File: config.mk
export PLATFORM = sky130hd
export DESIGN_NAME = hex_operand_entry
export DESIGN_NICKNAME = d
export VERILOG_FILES = /design/src/rtl/hex_operand_entry.sv
export SDC_FILE = /design/constraint.sdc
export NUM_CORES = 1
export LEC_CHECK = 0
export CORE_MARGIN = 2
export CORE_UTILIZATION = 51
export DETAILED_ROUTE_END_ITERATION = 6
export GPL_ROUTABILITY_DRIVEN = 0
export PLACE_DENSITY = 0.85
export SYNTH_ARGS = -nofsm -noshare
export SYNTH_HDL_FRONTEND = slang
export SYNTH_SLANG_ARGS = --single-unit
File: constraint.sdc
create_clock -name CLOCK_50 -period 5.55 [get_ports CLOCK_50]
set_input_delay 1.665 -clock CLOCK_50 [delete_from_list [all_inputs] [get_ports CLOCK_50]]
set_output_delay 1.665 -clock CLOCK_50 [all_outputs]
set_load 0.02 [all_outputs]
File: src/rtl/hex_operand_entry.sv
// rtl/hex_operand_entry.sv - hex operand keypad entry with ALU result/flag capture
//
// Ports:
//   CLOCK_50      in   system clock
//   rst           in   synchronous reset, active-low
//   digit_in      in   switch value for the digit under the cursor
//   view_sel      in   operand index, or any value >= NUM_OPERANDS for the result view
//   enter_n       in   raw key (active-low): lock digit, advance cursor
//   backspace_n   in   raw key (active-low): move cursor back
//   clear_n       in   raw key (active-low): zero viewed operand, cursor to 0
//   run_n         in   raw key (active-low): capture ALU result and flags
//   alu_result    in   ALU result
//   alu_flags     in   {Z,V,C,N}
//   operands      out  operand i at [i*OP_W +: OP_W]
//   hex_value     out  digit d at [4d +: 4]
//   hex_off       out  1 = blank digit d
//   hex_tag       out  4'hA+i in operand view i, 4'h0 in result view
//   flags         out  latched flags in result view, 0 otherwise
//   result_valid  out  a run capture has occurred since reset
//   cursor        out  cursor of the viewed operand, 0 in result view
module hex_operand_entry #(
    parameter int NUM_OPERANDS = 2,
    parameter int DIGITS       = 4,
    parameter int SEL_W        = 3,
    parameter int OP_W         = 4 * DIGITS,
    parameter int CW           = $clog2(DIGITS + 1)
) (
    input  logic                         CLOCK_50,
    input  logic                         rst,
    input  logic [3:0]                   digit_in,
    input  logic [SEL_W-1:0]             view_sel,
    input  logic                         enter_n,
    input  logic                         backspace_n,
    input  logic                         clear_n,
    input  logic                         run_n,
    input  logic [OP_W-1:0]              alu_result,
    input  logic [3:0]                   alu_flags,
    output logic [NUM_OPERANDS*OP_W-1:0] operands,
    output logic [4*DIGITS-1:0]          hex_value,
    output logic [DIGITS-1:0]            hex_off,
    output logic [3:0]                   hex_tag,
    output logic [3:0]                   flags,
    output logic                         result_valid,
    output logic [CW-1:0]                cursor
);

    logic [OP_W-1:0] r_ops [NUM_OPERANDS];
    logic [CW-1:0]   r_cur [NUM_OPERANDS];
    logic [OP_W-1:0] r_result;
    logic [3:0]      r_flags;
    logic            r_valid;

    // Key order in the synchroniser vectors: {run, clear, backspace, enter}
    logic [3:0] r_s1, r_s2, r_prev;
    logic [3:0] w_keys, w_press;
    logic       w_en_p, w_bs_p, w_clr_p, w_run_p;
    logic       w_view_op;

    assign w_keys    = {run_n, clear_n, backspace_n, enter_n};
    // One-cycle pulse on each synchronised falling edge; a held key never repeats
    assign w_press   = r_prev & ~r_s2;
    assign w_en_p    = w_press[0];
    assign w_bs_p    = w_press[1];
    assign w_clr_p   = w_press[2];
    assign w_run_p   = w_press[3];
    assign w_view_op = int'(view_sel) < NUM_OPERANDS;

    always_ff @(posedge CLOCK_50) begin
        if (!rst) begin
            r_s1     <= 4'hF;
            r_s2     <= 4'hF;
            r_prev   <= 4'hF;
            r_result <= '0;
            r_flags  <= '0;
            r_valid  <= 1'b0;
            for (int i = 0; i < NUM_OPERANDS; i++) begin
                r_ops[i] <= '0;
                r_cur[i] <= '0;
            end
        end else begin
            r_s1   <= w_keys;
            r_s2   <= r_s1;
            r_prev <= r_s2;

            if (w_run_p) begin
                r_result <= alu_result;
                r_flags  <= alu_flags;
                r_valid  <= 1'b1;
            end

            for (int i = 0; i < NUM_OPERANDS; i++) begin
                if (w_view_op && int'(view_sel) == i) begin
                    if (w_clr_p) begin
                        r_ops[i] <= '0;
                        r_cur[i] <= '0;
                    end else begin
                        // Open digit follows the switches every cycle until entered
                        if (r_cur[i] < CW'(DIGITS)) begin
                            for (int d = 0; d < DIGITS; d++) begin
                                if (d == DIGITS - 1 - int'(r_cur[i]))
                                    r_ops[i][4*d +: 4] <= digit_in;
                            end
                        end
                        if (w_bs_p) begin
                            if (r_cur[i] != '0)
                                r_cur[i] <= r_cur[i] - CW'(1);
                        end else if (w_en_p) begin
                            if (r_cur[i] != CW'(DIGITS))
                                r_cur[i] <= r_cur[i] + CW'(1);
                        end
                    end
                end
            end
        end
    end

    generate
        for (genvar g = 0; g < NUM_OPERANDS; g++) begin : g_ops
            assign operands[g*OP_W +: OP_W] = r_ops[g];
        end
    endgenerate

    logic [OP_W-1:0] w_sel_op;
    logic [CW-1:0]   w_sel_cur;
    logic [3:0]      w_sel_tag;

    always_comb begin
        w_sel_op  = '0;
        w_sel_cur = '0;
        w_sel_tag = 4'h0;
        for (int i = 0; i < NUM_OPERANDS; i++) begin
            if (int'(view_sel) == i) begin
                w_sel_op  = r_ops[i];
                w_sel_cur = r_cur[i];
                w_sel_tag = 4'hA + 4'(i);
            end
        end
    end

    always_comb begin
        hex_off = '0;
        if (w_view_op && w_sel_cur < CW'(DIGITS)) begin
            // Blank the not-yet-reached digits to the right of the cursor
            for (int d = 0; d < DIGITS; d++) begin
                if (d < DIGITS - 1 - int'(w_sel_cur))
                    hex_off[d] = 1'b1;
            end
        end
    end

    assign hex_value    = w_view_op ? w_sel_op  : r_result;
    assign hex_tag      = w_view_op ? w_sel_tag : 4'h0;
    assign flags        = w_view_op ? 4'h0      : r_flags;
    assign cursor       = w_view_op ? w_sel_cur : '0;
    assign result_valid = r_valid;

endmodule

## Yosys cells after proc, flatten, opt, wreduce, memory -nomap -nowiden

Memory sizes are Yosys's and may differ from the RTL's.
Cells that the tools add are included.

- Bits in read-only memories: 0
- Output and inout bits: 64
- Memories: 2
- Bits of input ports: 33
- Register bits after elaboration: 33
- Word-level logic and storage cells: 171
- Bits in writable memories: 38
- Bits in latches: 0

- Bitwise operators: 18
- Divide/modulo/power cells: 0
- Multiplexer cells: 113
- Reduce and logical (&&, ||, !) cells: 8
- Shift operators: 0
- Order comparisons: 8
- Equal/unequal tests: 9
- Multipliers: 0
- $add $sub $neg: 7

Memories:

| memory | depth | bits a word | read ports | clocked after Yosys merged registers in | write ports | RTL line | text |
|---|---|---|---|---|---|---|---|
| r_ops | 2 | 16 | 2 | 0 | 2 | 47 | `logic [OP_W-1:0] r_ops [NUM_OPERANDS];` |
| r_cur | 2 | 3 | 2 | 0 | 2 | 48 | `logic [CW-1:0] r_cur [NUM_OPERANDS];` |

Operator list:

| operator | count |
|---|---|
| $mux 1 | 86 |
| $mux 16 | 5 |
| $logic_not 32->1 | 2 |
| $mux 4 | 13 |
| $mux 3 | 9 |
| $eq 3x4->1 const A | 4 |
| $or 1x1->1 | 16 |
| $sub 2x3->4 const A | 3 |
| $lt 3x3->1 const B | 3 |
| $eq 2x4->1 const A | 2 |
| $lt 3x4->1 const A | 2 |
| $add 3x1->3 const B | 2 |
| $ne 3x3->1 const B | 2 |
| $reduce_bool 3->1 | 2 |
| $sub 3x1->3 const B | 2 |
| $and 4x4->4 | 1 |
| $lt 1x4->1 const A | 1 |
| $lt 2x4->1 const A | 1 |
| $not 4->4 | 1 |
| $eq 3x2->1 const B | 1 |
| $logic_and 1x1->1 | 3 |
| $logic_not 3->1 | 1 |
| $lt 3x2->1 const B | 1 |

## Logic depth before layout (Yosys ltp)

An unclocked memory read counts as a cell.

- Word-level depth: 10
- Gate-level depth with buffers: 9
- Gate-level depth less buffers: 8

## Worst setup path before layout

OpenSTA, ideal clock, no wires.

- Kind: input to output
- From: input view_sel[0]
- To: output hex_off[2]
- Required time: 3.885 ns
- Path buffers: 2
- Arrival time: 2.952 ns
- Setup slack: 0.933 ns
- Stages on the path: 5
- Cells stage by stage: buf_2 -> buf_2 -> mux2i_1 -> nand2_1 -> nor3_1

- Longest elaborated chain between the ends: 7
- Elaborated cells between the ends (all ways): 11
- Those cells by class: add/sub: 1; order compare: 3; eq/ne: 1; mux: 4; reduce/logical: 2

RTL lines:

| item | RTL line | text |
|---|---|---|
| start: declaration | 31 | `input logic [SEL_W-1:0] view_sel,` |
| $logic_not 3->1 | 132 | `if (int'(view_sel) == i) begin` |
| $mux 3 (2 in a row) | 132 |  |
| $sub 2x3->4 | 145 | `if (d < DIGITS - 1 - int'(w_sel_cur))` |
| $lt 3x4->1 | 145 |  |
| $mux 1 | 145 |  |
| $mux 4 (*) | 142 | `if (w_view_op && w_sel_cur < CW'(DIGITS)) begin` |
| end: declaration | 40 | `output logic [DIGITS-1:0] hex_off,` |

Every way passes the cells marked *; elsewhere a longest branch is shown, timed or not.

## Worst setup path after layout

- From: input view_sel[0]
- To: output hex_value[4]

- Longest elaborated chain between the ends: 4
- Elaborated cells between the ends (all ways): 6
- Those cells by class: order compare: 1; eq/ne: 1; mux: 3; reduce/logical: 1

RTL lines:

| item | RTL line | text |
|---|---|---|
| $logic_not 3->1 | 132 |  |
| $mux 16 (2 in a row) | 132 |  |
| $mux 16 (*) | 151 | `assign hex_value = w_view_op ? w_sel_op : r_result;` |
| end: declaration | 39 | `output logic [4*DIGITS-1:0] hex_value,` |

Marked as above.

==> impl_metrics.json <==
{
  "arrival_ns": 3.71,
  "drc": 0,
  "layout_common_cells": "clkdlybuf4s50_1, nand2_1, edfxtp_1, dfxtp_1, and2_1",
  "crit_type": "input pin to output port",
  "pwr-share-clk_pct": 34.2,
  "die-area_um2": 7310,
  "wire_per_inst_um": 16.0,
  "yosysWarnings": 0,
  "layout-drive-gt1-share_pct": 6.47,
  "crit_family": "buffers and inverters",
  "placedInstanceArea_um2": 4370,
  "ys_types": 42,
  "p_int_w": 0.000863,
  "syn_inst": 337,
  "status": "finished clean",
  "p_sw_w": 0.000285,
  "first_pass_iters": 4,
  "dieHeight_um": 85.5,
  "drv_cap": 0,
  "rsz0062_at_grt": "false",
  "ys.flop_type": "edfxtp_1",
  "period_needed_ns": 5.37,
  "vdd_drop_max_mv": 0.169,
  "grt-ovfl-total": 0,
  "portBuffers": 94,
  "clock-sinks": 71,
  "grt_antenna_before_repair": 0,
  "final_common_cell": "clkdlybuf4s50_1",
  "p_per_area_nw_per_um2": 252,
  "slew_violations": 0,
  "ys_seq_elements": 71,
  "crit_chain": "clkdlybuf4s50_1, buf_4, mux2i_1, o21ai_0, clkdlybuf4s50_1",
  "fmax_mhz": 186,
  "slew_headroom_pct": 50.5,
  "core_area_um2": 6390,
  "worst_slack_ns": 0.179,
  "track_usage_pct": 23.0,
  "clk_pin_slew_ns": 0.07,
  "syn_avg_cell_area_um2": 10.1,
  "vias": 2712,
  "grt_pass1_vias": 2619,
  "ctsResizeCount": 0,
  "tns_ns": 0,
  "grt_pass1_wl_um": 13000,
  "boundaryPins": 97,
  "cts_tree": "done",
  "combPwrFrac_pct": 14.6,
  "hold_viol": 0,
  "antennaDiodeCount": 0,
  "crit_fanout": 16,
  "nets": 468,
  "crit_top_cell": "clkdlybuf4s50_1",
  "fin_crit_sh_pct": 96.8,
  "die-width_um": 85.5,
  "worst_slew_pin_slew_ns": 0.743,
  "synthArstFlopShare_pct": 0,
  "drt_iter0_markers": 128,
  "root_buffer": "clkbuf_8",
  "slowest_delay_ns": 0.65,
  "worst_skew_pair.late_latency_ns": 0.34,
  "grt_max_degree": 37,
  "p_leak_nw": 1.73,
  "viasPerCell": 5.32,
  "synth_edf_count": 38,
  "cts_buffers": 9,
  "cp-start-kind": "input pin",
  "drt-total-wl_um": 8160,
  "ys_seq_area_share_pct": 53.2,
  "initial_utilization_pct": 53.0,
  "path_buf_inv": 3,
  "htreeDepth": 3,
  "critPathSlowestCell": "clkdlybuf4s50_1",
  "stdcell_area_um2": 4560,
  "rows": 29,
  "whs_ns": 0.415,
  "ant_nets": 0,
  "fill_cells": 483,
  "cts_buffer_depth": 2,
  "cp.required_ns": 3.88,
  "finClkSkew_ns": 0.00965,
  "p_sw_share_pct": 24.8,
  "seqPwrFrac_pct": 51.2,
  "power.total_w": 0.00115,
  "cts.repair_timing.setup_buffer_count": 0,
  "setup_viol": 0,
  "syn-cell-area_um2": 3390,
  "ctsHoldBuffers": 0,
  "end_kind": "output port",
  "post-place-ws_ns": 0.235,
  "hold_path_class": "register to register",
  "syn_to_final_growth_pct": 34.5,
  "place_hpwl_um": 6080
}
==> sequential cells by signal, summed over array words and instances, names as in the netlist <==
| signal | count |
|---|---|
| r_flags | 4 |
| result_valid | 1 |
| r_cur | 6 |
| r_s1 | 4 |
| r_result | 16 |
| r_prev | 4 |
| r_ops | 32 |
| r_s2 | 4 |
==> cell usage after synthesis, types with 2 or more instances <==
| cell | count | area [um^2] |
|---|---|---|
| nor2_1 | 14 | 52.6 |
| mux2i_1 | 18 | 180 |
| dfxtp_1 | 33 | 661 |
| clkbuf_1 | 11 | 41.3 |
| and3_1 | 11 | 68.8 |
| nand2b_1 | 23 | 144 |
| edfxtp_1 | 38 | 1140 |
| buf_4 | 3 | 22.5 |
| and2_1 | 29 | 181 |
| buf_2 | 5 | 25.0 |
| a21oi_1 | 25 | 125 |
| nor3_1 | 5 | 25.0 |
| nor4b_4 | 2 | 47.6 |
| ha_1 | 6 | 75.1 |
| nand2_1 | 64 | 240 |
| o21ai_0 | 17 | 85.1 |
| inv_1 | 5 | 18.8 |
| nor2b_1 | 4 | 25.0 |
==> per-layer routing <==
layer / track usage [%] / part of all wire (%)
met4: 9.67 / 1.4
met3: 4.43 / 6.3
met1: 29.1 / 42
met5: 0 / 0
met2: 38.6 / 50
==> per-stage QoR <==
step           utilization, %  instances
2_1_floorplan               -        338
3_3_place_gp             68.4        494
3_5_place_dp             68.4        494
4_1_cts                  71.3        510
5_1_grt                  71.3        510
6_report                 71.3        510
==> final timing paths <==
path                                  start      endpoint  slack, ns  depth (start not counted)
worst max-delay path            view_sel[0]  hex_value[4]       0.18                          5
worst min-delay path                r_s1[1]       r_s2[1]       0.42                          1
worst max register to register      r_s2[2]   r_cur[1][2]       3.39                          6
worst min register to register      r_s1[1]       r_s2[1]       0.42                          1
==> worst reg2reg max path: cells and delay by family (launching register included) <==
| kind | cells | cell delay, ns |
|---|---|---|
| DFF | 1 | 0.34 |
| adders and majority gates | 1 | 0.42 |
| AOI/OAI and AO/OA | 2 | 0.69 |
| and+or+nand+nor | 3 | 0.55 |
==> power by group through the flow <==
stage	clock, W	combinational, W	sequential, W
2_1_floorplan	0	0.0000766	0.000607
3_3_place_gp	0	0.000163	0.000598
3_5_place_dp	0	0.000167	0.000599
4_1_cts	0.000396	0.000168	0.000588
5_1_grt	0.000419	0.000179	0.000590
6_report	0.000393	0.000167	0.000588
==> layout make-up <==
type,count,area [um^2],share of cell area [%]
inverter,7,31.3,0.687
clock buffer,16,190,4.17
multi-input combinational,240,1460,32.0
timing repair buffer,99,978,21.5
sequential,71,1800,39.5
tap,77,96.3,2.11
==> logic make-up (layout without fill, tap and decap cells) <==
family	after synthesis	in the layout	synth area share, %
AND/OR/NAND/NOR	160	160	25.8
AO/OA/AOI/OAI	52	52	8.53
buffers and inverters	27	122	3.88
other	1	2	0.111
flip-flops	71	71	53.2
adder cells (fa/ha/maj)	7	7	2.81
multiplexers	19	19	5.65
Note: power is estimated with default switching activity, not from simulation.
